**config.mk**
```make
export PLATFORM = sky130hd
export DESIGN_NAME = rv_mc_ctrl_flat
export DESIGN_NICKNAME = d
export VERILOG_FILES = /design/src/rtl/rv_pkg.sv /design/src/rtl/rv_mc_ctrl_if.sv /design/src/rtl/rv_decode.sv /design/src/rtl/rv_mc_ctrl.sv /design/src/flat_wrapper.sv
export SDC_FILE = /design/constraint.sdc
export NUM_CORES = 1
export LEC_CHECK = 0
export CAP_MARGIN = 10
export CORE_MARGIN = 2
export CORE_UTILIZATION = 27
export CTS_CLUSTER_DIAMETER = 60
export DETAILED_ROUTE_END_ITERATION = 12
export GPL_ROUTABILITY_DRIVEN = 0
export SYNTH_ARGS = -nofsm -noshare
export SYNTH_HDL_FRONTEND = slang
export SYNTH_SLANG_ARGS = --single-unit
```
**constraint.sdc**
```tcl
create_clock -name clk -period 2.1 [get_ports clk]
set_input_delay 0.315 -clock clk [delete_from_list [all_inputs] [get_ports clk]]
set_output_delay 0.315 -clock clk [all_outputs]
set_load 0.02 [all_outputs]
```
**src/rtl/rv_pkg.sv**
```systemverilog
// Shared encodings for the multi-cycle RV32I control unit.
// No logic of its own; types and constants only.
// Imported by the decoder, the controller and its interface users.
package rv_pkg;

  typedef enum logic [4:0] {
    ALU_ADD  = 5'b00001,
    ALU_SUB  = 5'b00011,
    ALU_AND  = 5'b01010,
    ALU_OR   = 5'b01100,
    ALU_XOR  = 5'b01101,
    ALU_SLL  = 5'b01110,
    ALU_SRL  = 5'b01111,
    ALU_SRA  = 5'b10000,
    ALU_SLT  = 5'b10001,
    ALU_SLTU = 5'b10010
  } alu_op_e;

  typedef enum logic [2:0] {
    LS_LW = 3'b000, LS_SB = 3'b001, LS_SH = 3'b010, LS_SW = 3'b011,
    LS_LB = 3'b100, LS_LH = 3'b101, LS_LBU = 3'b110, LS_LHU = 3'b111
  } ls_op_e;

  typedef enum logic [2:0] {
    IMM_I = 3'b000, IMM_S = 3'b001, IMM_B = 3'b010, IMM_U = 3'b011, IMM_J = 3'b100
  } imm_sel_e;

  typedef enum logic [1:0] {
    TC_NONE = 2'b00, TC_ILLEGAL = 2'b01, TC_FETCH_TO = 2'b10, TC_DATA_TO = 2'b11
  } trap_cause_e;

  // Instruction class decides the path taken out of EXEC.
  typedef enum logic [2:0] {
    CL_ALU, CL_JUMP, CL_LOAD, CL_STORE, CL_BRANCH, CL_FENCE
  } iclass_e;

  typedef enum logic [5:0] {
    S_FETCH  = 6'b000001,
    S_DECODE = 6'b000010,
    S_EXEC   = 6'b000100,
    S_MEM    = 6'b001000,
    S_WB     = 6'b010000,
    S_TRAP   = 6'b100000
  } state_e;

  localparam logic [1:0] ASEL_ZERO = 2'b00;
  localparam logic [1:0] ASEL_RS1  = 2'b01;
  localparam logic [1:0] ASEL_PC   = 2'b10;

  localparam logic [1:0] WB_ALU  = 2'b00;
  localparam logic [1:0] WB_LOAD = 2'b01;
  localparam logic [1:0] WB_PC4  = 2'b10;

  localparam logic [6:0] OPC_OP     = 7'b0110011;
  localparam logic [6:0] OPC_OPIMM  = 7'b0010011;
  localparam logic [6:0] OPC_LOAD   = 7'b0000011;
  localparam logic [6:0] OPC_STORE  = 7'b0100011;
  localparam logic [6:0] OPC_BRANCH = 7'b1100011;
  localparam logic [6:0] OPC_JAL    = 7'b1101111;
  localparam logic [6:0] OPC_JALR   = 7'b1100111;
  localparam logic [6:0] OPC_LUI    = 7'b0110111;
  localparam logic [6:0] OPC_AUIPC  = 7'b0010111;
  localparam logic [6:0] OPC_FENCE  = 7'b0001111;

  typedef struct packed {
    alu_op_e  alu_op;
    logic [1:0] a_sel;
    logic     b_sel;
    imm_sel_e imm_sel;
    ls_op_e   ls_op;
    iclass_e  cls;
  } ctrl_t;

  // funct3 -> ALU op; alt selects SUB/SRA where funct7[5] is set.
  function automatic alu_op_e alu_f3(input logic [2:0] f3, input logic alt);
    alu_op_e op;
    case (f3)
      3'b000:  op = alt ? ALU_SUB : ALU_ADD;
      3'b001:  op = ALU_SLL;
      3'b010:  op = ALU_SLT;
      3'b011:  op = ALU_SLTU;
      3'b100:  op = ALU_XOR;
      3'b101:  op = alt ? ALU_SRA : ALU_SRL;
      3'b110:  op = ALU_OR;
      default: op = ALU_AND;
    endcase
    return op;
  endfunction

endpackage

```
**src/rtl/rv_mc_ctrl_if.sv**
```systemverilog
// Control/handshake bundle between the multi-cycle controller and its datapath.
// Pure wiring, no latency.
// Handshakes are level req/ready pairs; the controller holds requests until ready.
interface rv_mc_ctrl_if #(parameter int ALUOP_W = 5);
  logic [31:0]        instr;
  logic               imem_ready;
  logic               alu_valid;
  logic               br_taken;
  logic               dmem_ready;
  logic               imem_req;
  logic               ir_we;
  logic               alu_start;
  logic [ALUOP_W-1:0] alu_op;
  logic [1:0]         a_sel;
  logic               b_sel;
  logic [2:0]         imm_sel;
  logic               dmem_req;
  logic               dmem_we;
  logic [2:0]         ls_op;
  logic               rf_we;
  logic [1:0]         wb_sel;
  logic               pc_we;
  logic               pc_sel;
  logic               trap;
  logic [1:0]         trap_cause;

  modport master (
    input  instr, imem_ready, alu_valid, br_taken, dmem_ready,
    output imem_req, ir_we, alu_start, alu_op, a_sel, b_sel, imm_sel,
           dmem_req, dmem_we, ls_op, rf_we, wb_sel, pc_we, pc_sel, trap, trap_cause
  );

  modport slave (
    output instr, imem_ready, alu_valid, br_taken, dmem_ready,
    input  imem_req, ir_we, alu_start, alu_op, a_sel, b_sel, imm_sel,
           dmem_req, dmem_we, ls_op, rf_we, wb_sel, pc_we, pc_sel, trap, trap_cause
  );
endinterface

```
**src/rtl/rv_decode.sv**
```systemverilog
// RV32I instruction decoder: instr -> control word plus illegal flag.
// Purely combinational, zero latency.
// No handshake; the controller samples the result in DECODE.
module rv_decode
  import rv_pkg::*;
(
  input  logic [31:0] instr,
  output ctrl_t       ctrl,
  output logic        illegal
);

  logic [6:0] opc;
  logic [2:0] f3;
  logic [6:0] f7;
  logic       unused_fields;

  assign opc = instr[6:0];
  assign f3  = instr[14:12];
  assign f7  = instr[31:25];
  assign unused_fields = ^{instr[24:15], instr[11:7]};

  // Map opcode/funct fields to operand selects, ALU op and memory op.
  always_comb begin
    ctrl        = '0;
    ctrl.alu_op = ALU_ADD;
    ctrl.cls    = CL_ALU;
    illegal     = 1'b0;
    case (opc)
      OPC_OP: begin
        ctrl.a_sel = ASEL_RS1;
        if (f7 == 7'b0000000)
          ctrl.alu_op = alu_f3(f3, 1'b0);
        else if (f7 == 7'b0100000 && (f3 == 3'b000 || f3 == 3'b101))
          ctrl.alu_op = alu_f3(f3, 1'b1);
        else
          illegal = 1'b1;
      end
      OPC_OPIMM: begin
        ctrl.a_sel = ASEL_RS1;
        ctrl.b_sel = 1'b1;
        // funct7 only qualifies the shift-immediate forms
        if (f3 == 3'b001) begin
          ctrl.alu_op = ALU_SLL;
          illegal     = (f7 != 7'b0000000);
        end else if (f3 == 3'b101) begin
          ctrl.alu_op = alu_f3(f3, f7[5]);
          illegal     = (f7 != 7'b0000000) && (f7 != 7'b0100000);
        end else begin
          ctrl.alu_op = alu_f3(f3, 1'b0);
        end
      end
      OPC_LOAD: begin
        ctrl.cls   = CL_LOAD;
        ctrl.a_sel = ASEL_RS1;
        ctrl.b_sel = 1'b1;
        case (f3)
          3'b000:  ctrl.ls_op = LS_LB;
          3'b001:  ctrl.ls_op = LS_LH;
          3'b010:  ctrl.ls_op = LS_LW;
          3'b100:  ctrl.ls_op = LS_LBU;
          3'b101:  ctrl.ls_op = LS_LHU;
          default: illegal = 1'b1;
        endcase
      end
      OPC_STORE: begin
        ctrl.cls     = CL_STORE;
        ctrl.a_sel   = ASEL_RS1;
        ctrl.b_sel   = 1'b1;
        ctrl.imm_sel = IMM_S;
        case (f3)
          3'b000:  ctrl.ls_op = LS_SB;
          3'b001:  ctrl.ls_op = LS_SH;
          3'b010:  ctrl.ls_op = LS_SW;
          default: illegal = 1'b1;
        endcase
      end
      OPC_BRANCH: begin
        ctrl.cls     = CL_BRANCH;
        ctrl.a_sel   = ASEL_PC;
        ctrl.b_sel   = 1'b1;
        ctrl.imm_sel = IMM_B;
        illegal      = (f3 == 3'b010) || (f3 == 3'b011);
      end
      OPC_JAL: begin
        ctrl.cls     = CL_JUMP;
        ctrl.a_sel   = ASEL_PC;
        ctrl.b_sel   = 1'b1;
        ctrl.imm_sel = IMM_J;
      end
      OPC_JALR: begin
        ctrl.cls   = CL_JUMP;
        ctrl.a_sel = ASEL_RS1;
        ctrl.b_sel = 1'b1;
      end
      OPC_LUI: begin
        ctrl.b_sel   = 1'b1;
        ctrl.imm_sel = IMM_U;
      end
      OPC_AUIPC: begin
        ctrl.a_sel   = ASEL_PC;
        ctrl.b_sel   = 1'b1;
        ctrl.imm_sel = IMM_U;
      end
      OPC_FENCE: ctrl.cls = CL_FENCE;
      default:   illegal = 1'b1;
    endcase
  end

endmodule

```
**src/rtl/rv_mc_ctrl.sv**
```systemverilog
// Multi-cycle RV32I controller: FETCH/DECODE/EXEC/MEM/WB sequencing with trap.
// ALU op 4 cycles, branch 3, store 4, load 5 with zero-wait handshakes.
// Holds imem/dmem requests and waits for alu_valid; optional wait-cycle timeout traps.
module rv_mc_ctrl
  import rv_pkg::*;
#(
  parameter int XLEN        = 32,
  parameter int ALUOP_W     = 5,
  parameter int MEM_TIMEOUT = 0
) (
  input logic          clk,
  input logic          rst,
  rv_mc_ctrl_if.master bus
);

  if (XLEN != 32) begin : g_bad_xlen
    $error("rv_mc_ctrl: XLEN must be 32");
  end
  if (ALUOP_W < 5) begin : g_bad_aluop_w
    $error("rv_mc_ctrl: ALUOP_W must be at least 5");
  end

  localparam logic [15:0] TMO_LAST = 16'((MEM_TIMEOUT > 0) ? MEM_TIMEOUT - 1 : 0);

  state_e      state_q, state_d;
  ctrl_t       ctrl_q, ctrl_d;
  logic        alu_start_q, alu_start_d;
  logic        trap_q, trap_d;
  trap_cause_e cause_q, cause_d;
  logic [15:0] tmo_q, tmo_d;
  ctrl_t       dec_ctrl;
  logic        dec_illegal;
  logic        tmo_hit;

  rv_decode u_decode (
    .instr   (bus.instr),
    .ctrl    (dec_ctrl),
    .illegal (dec_illegal)
  );

  // The last allowed wait cycle; a ready arriving in it still wins.
  assign tmo_hit = (MEM_TIMEOUT != 0) && (tmo_q == TMO_LAST);

  // Next state, latched control word, trap status and wait counter.
  always_comb begin
    state_d     = state_q;
    ctrl_d      = ctrl_q;
    alu_start_d = 1'b0;
    cause_d     = cause_q;
    unique case (state_q)
      S_FETCH: begin
        if (bus.imem_ready) state_d = S_DECODE;
        else if (tmo_hit) begin
          state_d = S_TRAP;
          cause_d = TC_FETCH_TO;
        end
      end
      S_DECODE: begin
        ctrl_d = dec_ctrl;
        if (dec_illegal) begin
          state_d = S_TRAP;
          cause_d = TC_ILLEGAL;
        end else begin
          state_d     = S_EXEC;
          alu_start_d = 1'b1;
        end
      end
      S_EXEC: begin
        if (bus.alu_valid) begin
          case (ctrl_q.cls)
            CL_LOAD, CL_STORE:  state_d = S_MEM;
            CL_BRANCH, CL_FENCE: state_d = S_FETCH;
            default:            state_d = S_WB;
          endcase
        end
      end
      S_MEM: begin
        if (bus.dmem_ready) state_d = (ctrl_q.cls == CL_LOAD) ? S_WB : S_FETCH;
        else if (tmo_hit) begin
          state_d = S_TRAP;
          cause_d = TC_DATA_TO;
        end
      end
      S_WB:    state_d = S_FETCH;
      S_TRAP:  state_d = S_TRAP;
      default: state_d = S_FETCH;
    endcase
    trap_d = (state_d == S_TRAP);
    // Counter restarts on every state entry and only runs while waiting on memory.
    if (state_d != state_q || !(state_q inside {S_FETCH, S_MEM})) tmo_d = '0;
    else if (tmo_q != '1) tmo_d = tmo_q + 16'd1;
    else tmo_d = tmo_q;
    if (rst) begin
      state_d     = S_FETCH;
      ctrl_d      = '0;
      alu_start_d = 1'b0;
      trap_d      = 1'b0;
      cause_d     = TC_NONE;
      tmo_d       = '0;
    end
  end

  // State and registered outputs.
  always_ff @(posedge clk) begin
    state_q     <= state_d;
    ctrl_q      <= ctrl_d;
    alu_start_q <= alu_start_d;
    trap_q      <= trap_d;
    cause_q     <= cause_d;
    tmo_q       <= tmo_d;
  end

  assign bus.alu_start  = alu_start_q;
  assign bus.alu_op     = ALUOP_W'(ctrl_q.alu_op);
  assign bus.a_sel      = ctrl_q.a_sel;
  assign bus.b_sel      = ctrl_q.b_sel;
  assign bus.imm_sel    = ctrl_q.imm_sel;
  assign bus.ls_op      = ctrl_q.ls_op;
  assign bus.trap       = trap_q;
  assign bus.trap_cause = cause_q;

  // Handshake and write pulses; all forced quiet while rst is high.
  always_comb begin
    bus.imem_req = 1'b0;
    bus.ir_we    = 1'b0;
    bus.dmem_req = 1'b0;
    bus.dmem_we  = 1'b0;
    bus.rf_we    = 1'b0;
    bus.wb_sel   = WB_ALU;
    bus.pc_we    = 1'b0;
    bus.pc_sel   = 1'b0;
    if (!rst) begin
      unique case (state_q)
        S_FETCH: begin
          bus.imem_req = 1'b1;
          bus.ir_we    = bus.imem_ready;
        end
        S_EXEC: begin
          if (bus.alu_valid && ctrl_q.cls == CL_BRANCH) begin
            bus.pc_we  = 1'b1;
            bus.pc_sel = bus.br_taken;
          end else if (bus.alu_valid && ctrl_q.cls == CL_FENCE) begin
            bus.pc_we = 1'b1;
          end
        end
        S_MEM: begin
          bus.dmem_req = 1'b1;
          bus.dmem_we  = (ctrl_q.cls == CL_STORE);
          bus.pc_we    = bus.dmem_ready && (ctrl_q.cls == CL_STORE);
        end
        S_WB: begin
          bus.rf_we = 1'b1;
          bus.pc_we = 1'b1;
          if (ctrl_q.cls == CL_JUMP) begin
            bus.wb_sel = WB_PC4;
            bus.pc_sel = 1'b1;
          end else if (ctrl_q.cls == CL_LOAD) begin
            bus.wb_sel = WB_LOAD;
          end
        end
        default: ;
      endcase
    end
  end

endmodule

```
**src/flat_wrapper.sv**
```systemverilog
// flat-port wrapper written by rule: the top's interface ports become plain ports
module rv_mc_ctrl_flat import rv_pkg::*;
#(
  parameter int XLEN        = 32,
  parameter int ALUOP_W     = 5,
  parameter int MEM_TIMEOUT = 0
)
  (clk, rst, bus_instr, bus_imem_ready, bus_alu_valid, bus_br_taken, bus_dmem_ready, bus_imem_req, bus_ir_we, bus_alu_start, bus_alu_op, bus_a_sel, bus_b_sel, bus_imm_sel, bus_dmem_req, bus_dmem_we, bus_ls_op, bus_rf_we, bus_wb_sel, bus_pc_we, bus_pc_sel, bus_trap, bus_trap_cause);
  rv_mc_ctrl_if #(.ALUOP_W(ALUOP_W)) bus_i ();
  input logic clk;
  input logic rst;
  input wire logic [$bits(bus_i.instr)-1:0] bus_instr;
  input wire logic [$bits(bus_i.imem_ready)-1:0] bus_imem_ready;
  input wire logic [$bits(bus_i.alu_valid)-1:0] bus_alu_valid;
  input wire logic [$bits(bus_i.br_taken)-1:0] bus_br_taken;
  input wire logic [$bits(bus_i.dmem_ready)-1:0] bus_dmem_ready;
  output wire logic [$bits(bus_i.imem_req)-1:0] bus_imem_req;
  output wire logic [$bits(bus_i.ir_we)-1:0] bus_ir_we;
  output wire logic [$bits(bus_i.alu_start)-1:0] bus_alu_start;
  output wire logic [$bits(bus_i.alu_op)-1:0] bus_alu_op;
  output wire logic [$bits(bus_i.a_sel)-1:0] bus_a_sel;
  output wire logic [$bits(bus_i.b_sel)-1:0] bus_b_sel;
  output wire logic [$bits(bus_i.imm_sel)-1:0] bus_imm_sel;
  output wire logic [$bits(bus_i.dmem_req)-1:0] bus_dmem_req;
  output wire logic [$bits(bus_i.dmem_we)-1:0] bus_dmem_we;
  output wire logic [$bits(bus_i.ls_op)-1:0] bus_ls_op;
  output wire logic [$bits(bus_i.rf_we)-1:0] bus_rf_we;
  output wire logic [$bits(bus_i.wb_sel)-1:0] bus_wb_sel;
  output wire logic [$bits(bus_i.pc_we)-1:0] bus_pc_we;
  output wire logic [$bits(bus_i.pc_sel)-1:0] bus_pc_sel;
  output wire logic [$bits(bus_i.trap)-1:0] bus_trap;
  output wire logic [$bits(bus_i.trap_cause)-1:0] bus_trap_cause;
  assign bus_i.instr = bus_instr;
  assign bus_i.imem_ready = bus_imem_ready;
  assign bus_i.alu_valid = bus_alu_valid;
  assign bus_i.br_taken = bus_br_taken;
  assign bus_i.dmem_ready = bus_dmem_ready;
  assign bus_imem_req = bus_i.imem_req;
  assign bus_ir_we = bus_i.ir_we;
  assign bus_alu_start = bus_i.alu_start;
  assign bus_alu_op = bus_i.alu_op;
  assign bus_a_sel = bus_i.a_sel;
  assign bus_b_sel = bus_i.b_sel;
  assign bus_imm_sel = bus_i.imm_sel;
  assign bus_dmem_req = bus_i.dmem_req;
  assign bus_dmem_we = bus_i.dmem_we;
  assign bus_ls_op = bus_i.ls_op;
  assign bus_rf_we = bus_i.rf_we;
  assign bus_wb_sel = bus_i.wb_sel;
  assign bus_pc_we = bus_i.pc_we;
  assign bus_pc_sel = bus_i.pc_sel;
  assign bus_trap = bus_i.trap;
  assign bus_trap_cause = bus_i.trap_cause;
  rv_mc_ctrl #(.XLEN(XLEN), .ALUOP_W(ALUOP_W), .MEM_TIMEOUT(MEM_TIMEOUT)) u_core (.clk(clk), .rst(rst), .bus(bus_i));
endmodule
```
==> run metrics <==
number of global-route vias before repair 1,794; crit path kind reg2out; Power, Total 0.00114 W; Via Count 1,858; dpl hpwl 3840 um; clk slew on worst S/H paths 90 ps; Die X-Extent 85.4 um; later-pin clock latency in the skew report 270 ps; CTS Sinks 26; core area 6390 um2; Tcrit/Tclk final 98.4%; Worst Hold Path Cells 2; mapped cell area 1790 um2; die area 7290 um2; Logic pwr share 27.5%; number of vias per cell 4.92; grt total ovfl 0; first-pass GRT wire length 8100 um; Pleak 1.02 nW; syn_nets 274; post-layout util 40.6%; post-synth cell types 55; share of the synthesized area in the top cell type 29.1%; Synth Instances 236; Period minus WS final 2070 ps; CP max FO 2; Area contributors post-synth dfxtp_1, buf_4, a21oi_1; wire per inst 12.9 um; final setup fails 0; Fill cells 679; Psw 0.000315 W; layout cells sized above 1 21.9%; Antenna Nets Post-Route 0; Hold Violations, Final 0; ys async rst share 0%; drc violations 0; reg2reg end u_core.ctrl_q[0]; post-place instance area 2500 um2; first-pass iteration count of the detailed router 4; CTS tree yes; clock power share 27.9%; PwrDens 441 nW/um2; initial DRC count 62; Hold Path Class reg2reg; initial antenna violation count 0; Layout Nets 340; Post-synth EDFFs 0; PortBufs 48; sequential area share after synthesis 29.1%; global-route usage over all layers 13.2%; most common cell in the synthesized netlist dfxtp_1; pre-CTS WS -441 ps; run status finished clean; Layout Area Growth over Synthesis 45.0%; Final Cell Area 2590 um2; Critical Path RT 1780 ps; Max VDD drop 0.287 mV; Worst R2R Start u_core.state_q[2]; R2R Setup Slk 250 ps; Main synth FF type dfxtp_1; H-tree levels 1; drt total wl 4890 um; PnR worst setup slack 33.2 ps; root buf cell clkbuf_8; Worst Tran Pin Value 485 ps; syn_area_per_cell 7.58 um2; std cell rows 29; cell depth of the worst flop-to-flop path 6; Max Slew Vio Count 0; sequential power share 44.6%; Peak Freq 0.484 GHz; design internal power 0.000829 W; Max Clock Skew 6.39 ps; Hold EP u_core.bus.imm_sel[0]; hold path startpoint u_core.bus.imm_sel[0]; Startpoint Class register; Yosys top cell by area dfxtp_1; Clock Tree Buf Depth 2; CTS Buf Count 3; Critical Path AT 1750 ps; diode count 0; largest net degree at the start of global routing 15; Initial Utilization 28.0%; RSZ-0062 raised after global routing yes; CP endpoint kind output pin; Switching Share 27.5%; die height 85.4 um; max-cap viol count 0; Synth Warn # 0; IO Pins 65; Worst slew margin 66.9%; top cells by count, synth dfxtp_1, nor2_1, a21oi_1; Synth Register Bits 26
-- per-layer routing --
layer	vias up	track usage, %	part of all wire (%)
met3	4	2.24	4.0
met5	-	0	0
li1	968	-	-
met2	33	22.1	47
met4	0	2.60	0.76
met1	853	17.9	48
-- cells by family after synthesis --
family	share of synthesized area [%]
AO/OA/AOI/OAI	24.2
other	0.210
flip-flops	29.1
XOR/XNOR	1.47
AND/OR/NAND/NOR	34.2
buffers and inverters	10.8
-- cell type report --
type                            count  area, um2  area share, %
Timing Repair Buffer               90        786           30.3
Inverter                            6       22.5          0.869
Clock buffer                        4       55.1           2.12
Sequential cell                    26        522           20.1
Tap cell                           77       96.3           3.72
Multi-Input combinational cell    175       1110           42.9
-- repair_timing --
item | 4_1_cts | 5_1_grt
gates resized for setup | 19 | 17
setup buffers | 0 | 2
endpoints found under the setup margin | 9 | 5
pin swaps | 1 | 6
hold buffers | 0 | 0
-- stage by stage --
step | hold slack [ps] | cells | TNS [ps]
after floorplan | 432 | 236 | 0
after global placement | 448 | 372 | -1510
after detailed placement | 449 | 372 | -1660
after CTS | 462 | 376 | 0
after global routing | 495 | 378 | -229
final | 458 | 378 | 0
-- placed cells by master (no fill, tap or decap), types with 3 or more instances in the layout --
cell type and count:
clkdlybuf4s50_1 38, and2_1 9, nand2b_1 6, nand4_1 3, o22ai_1 7, nand3_1 6
nor2b_1 3, nor2_1 23, o21ai_0 11, buf_6 3, a22oi_1 3, clkbuf_8 4
dfxtp_1 25, nand2_1 21, nand4b_1 4, a31oi_1 3, buf_4 41, inv_1 6
nor3_1 3, dlygate4sd2_1 5, a21oi_1 22
-- power by group through the flow --
| stage | clock network, W | logic, W | registers (W) |
|---|---|---|---|
| floorplan | 0 | 0.000155 | 0.000528 |
| global placement | 0 | 0.000300 | 0.000522 |
| detailed placement | 0 | 0.000302 | 0.000522 |
| CTS | 0.000330 | 0.000301 | 0.000510 |
| global route | 0.000348 | 0.000345 | 0.000512 |
| finish | 0.000319 | 0.000314 | 0.000510 |
-- state kept, by name, summed over array words and instances (netlist names) --
signal,count
u_core.bus.a_sel,2
u_core.bus.alu_op,5
u_core.bus.alu_start,1
u_core.bus.trap,1
u_core.ctrl_q,3
u_core.bus.trap_cause,1
u_core.bus.b_sel,1
u_core.bus.imm_sel,3
u_core.bus.ls_op,3
u_core.state_q,6
-- worst max-delay path, stage by stage (launching register included) --
cell and delay (ps):
dfxtp_2 350, nor2b_2 150, nand4_1 150, or3b_4 450
nor2_4 110, a31o_1 150, buf_4 130
-- how the worst max path moves through the flow --
stage / to / slack, ps / from
6_report: bus_pc_sel / 30 / u_core.state_q[2]
5_1_grt: bus_pc_sel / -100 / u_core.state_q[2]
4_1_cts: bus_pc_sel / 5 / u_core.state_q[2]
3_5_place_dp: bus_pc_sel / -440 / bus_alu_valid
3_3_place_gp: bus_pc_sel / -440 / bus_alu_valid
2_1_floorplan: bus_pc_sel / 70 / u_core.state_q[2]
Note: power is estimated with default switching activity, not from simulation.
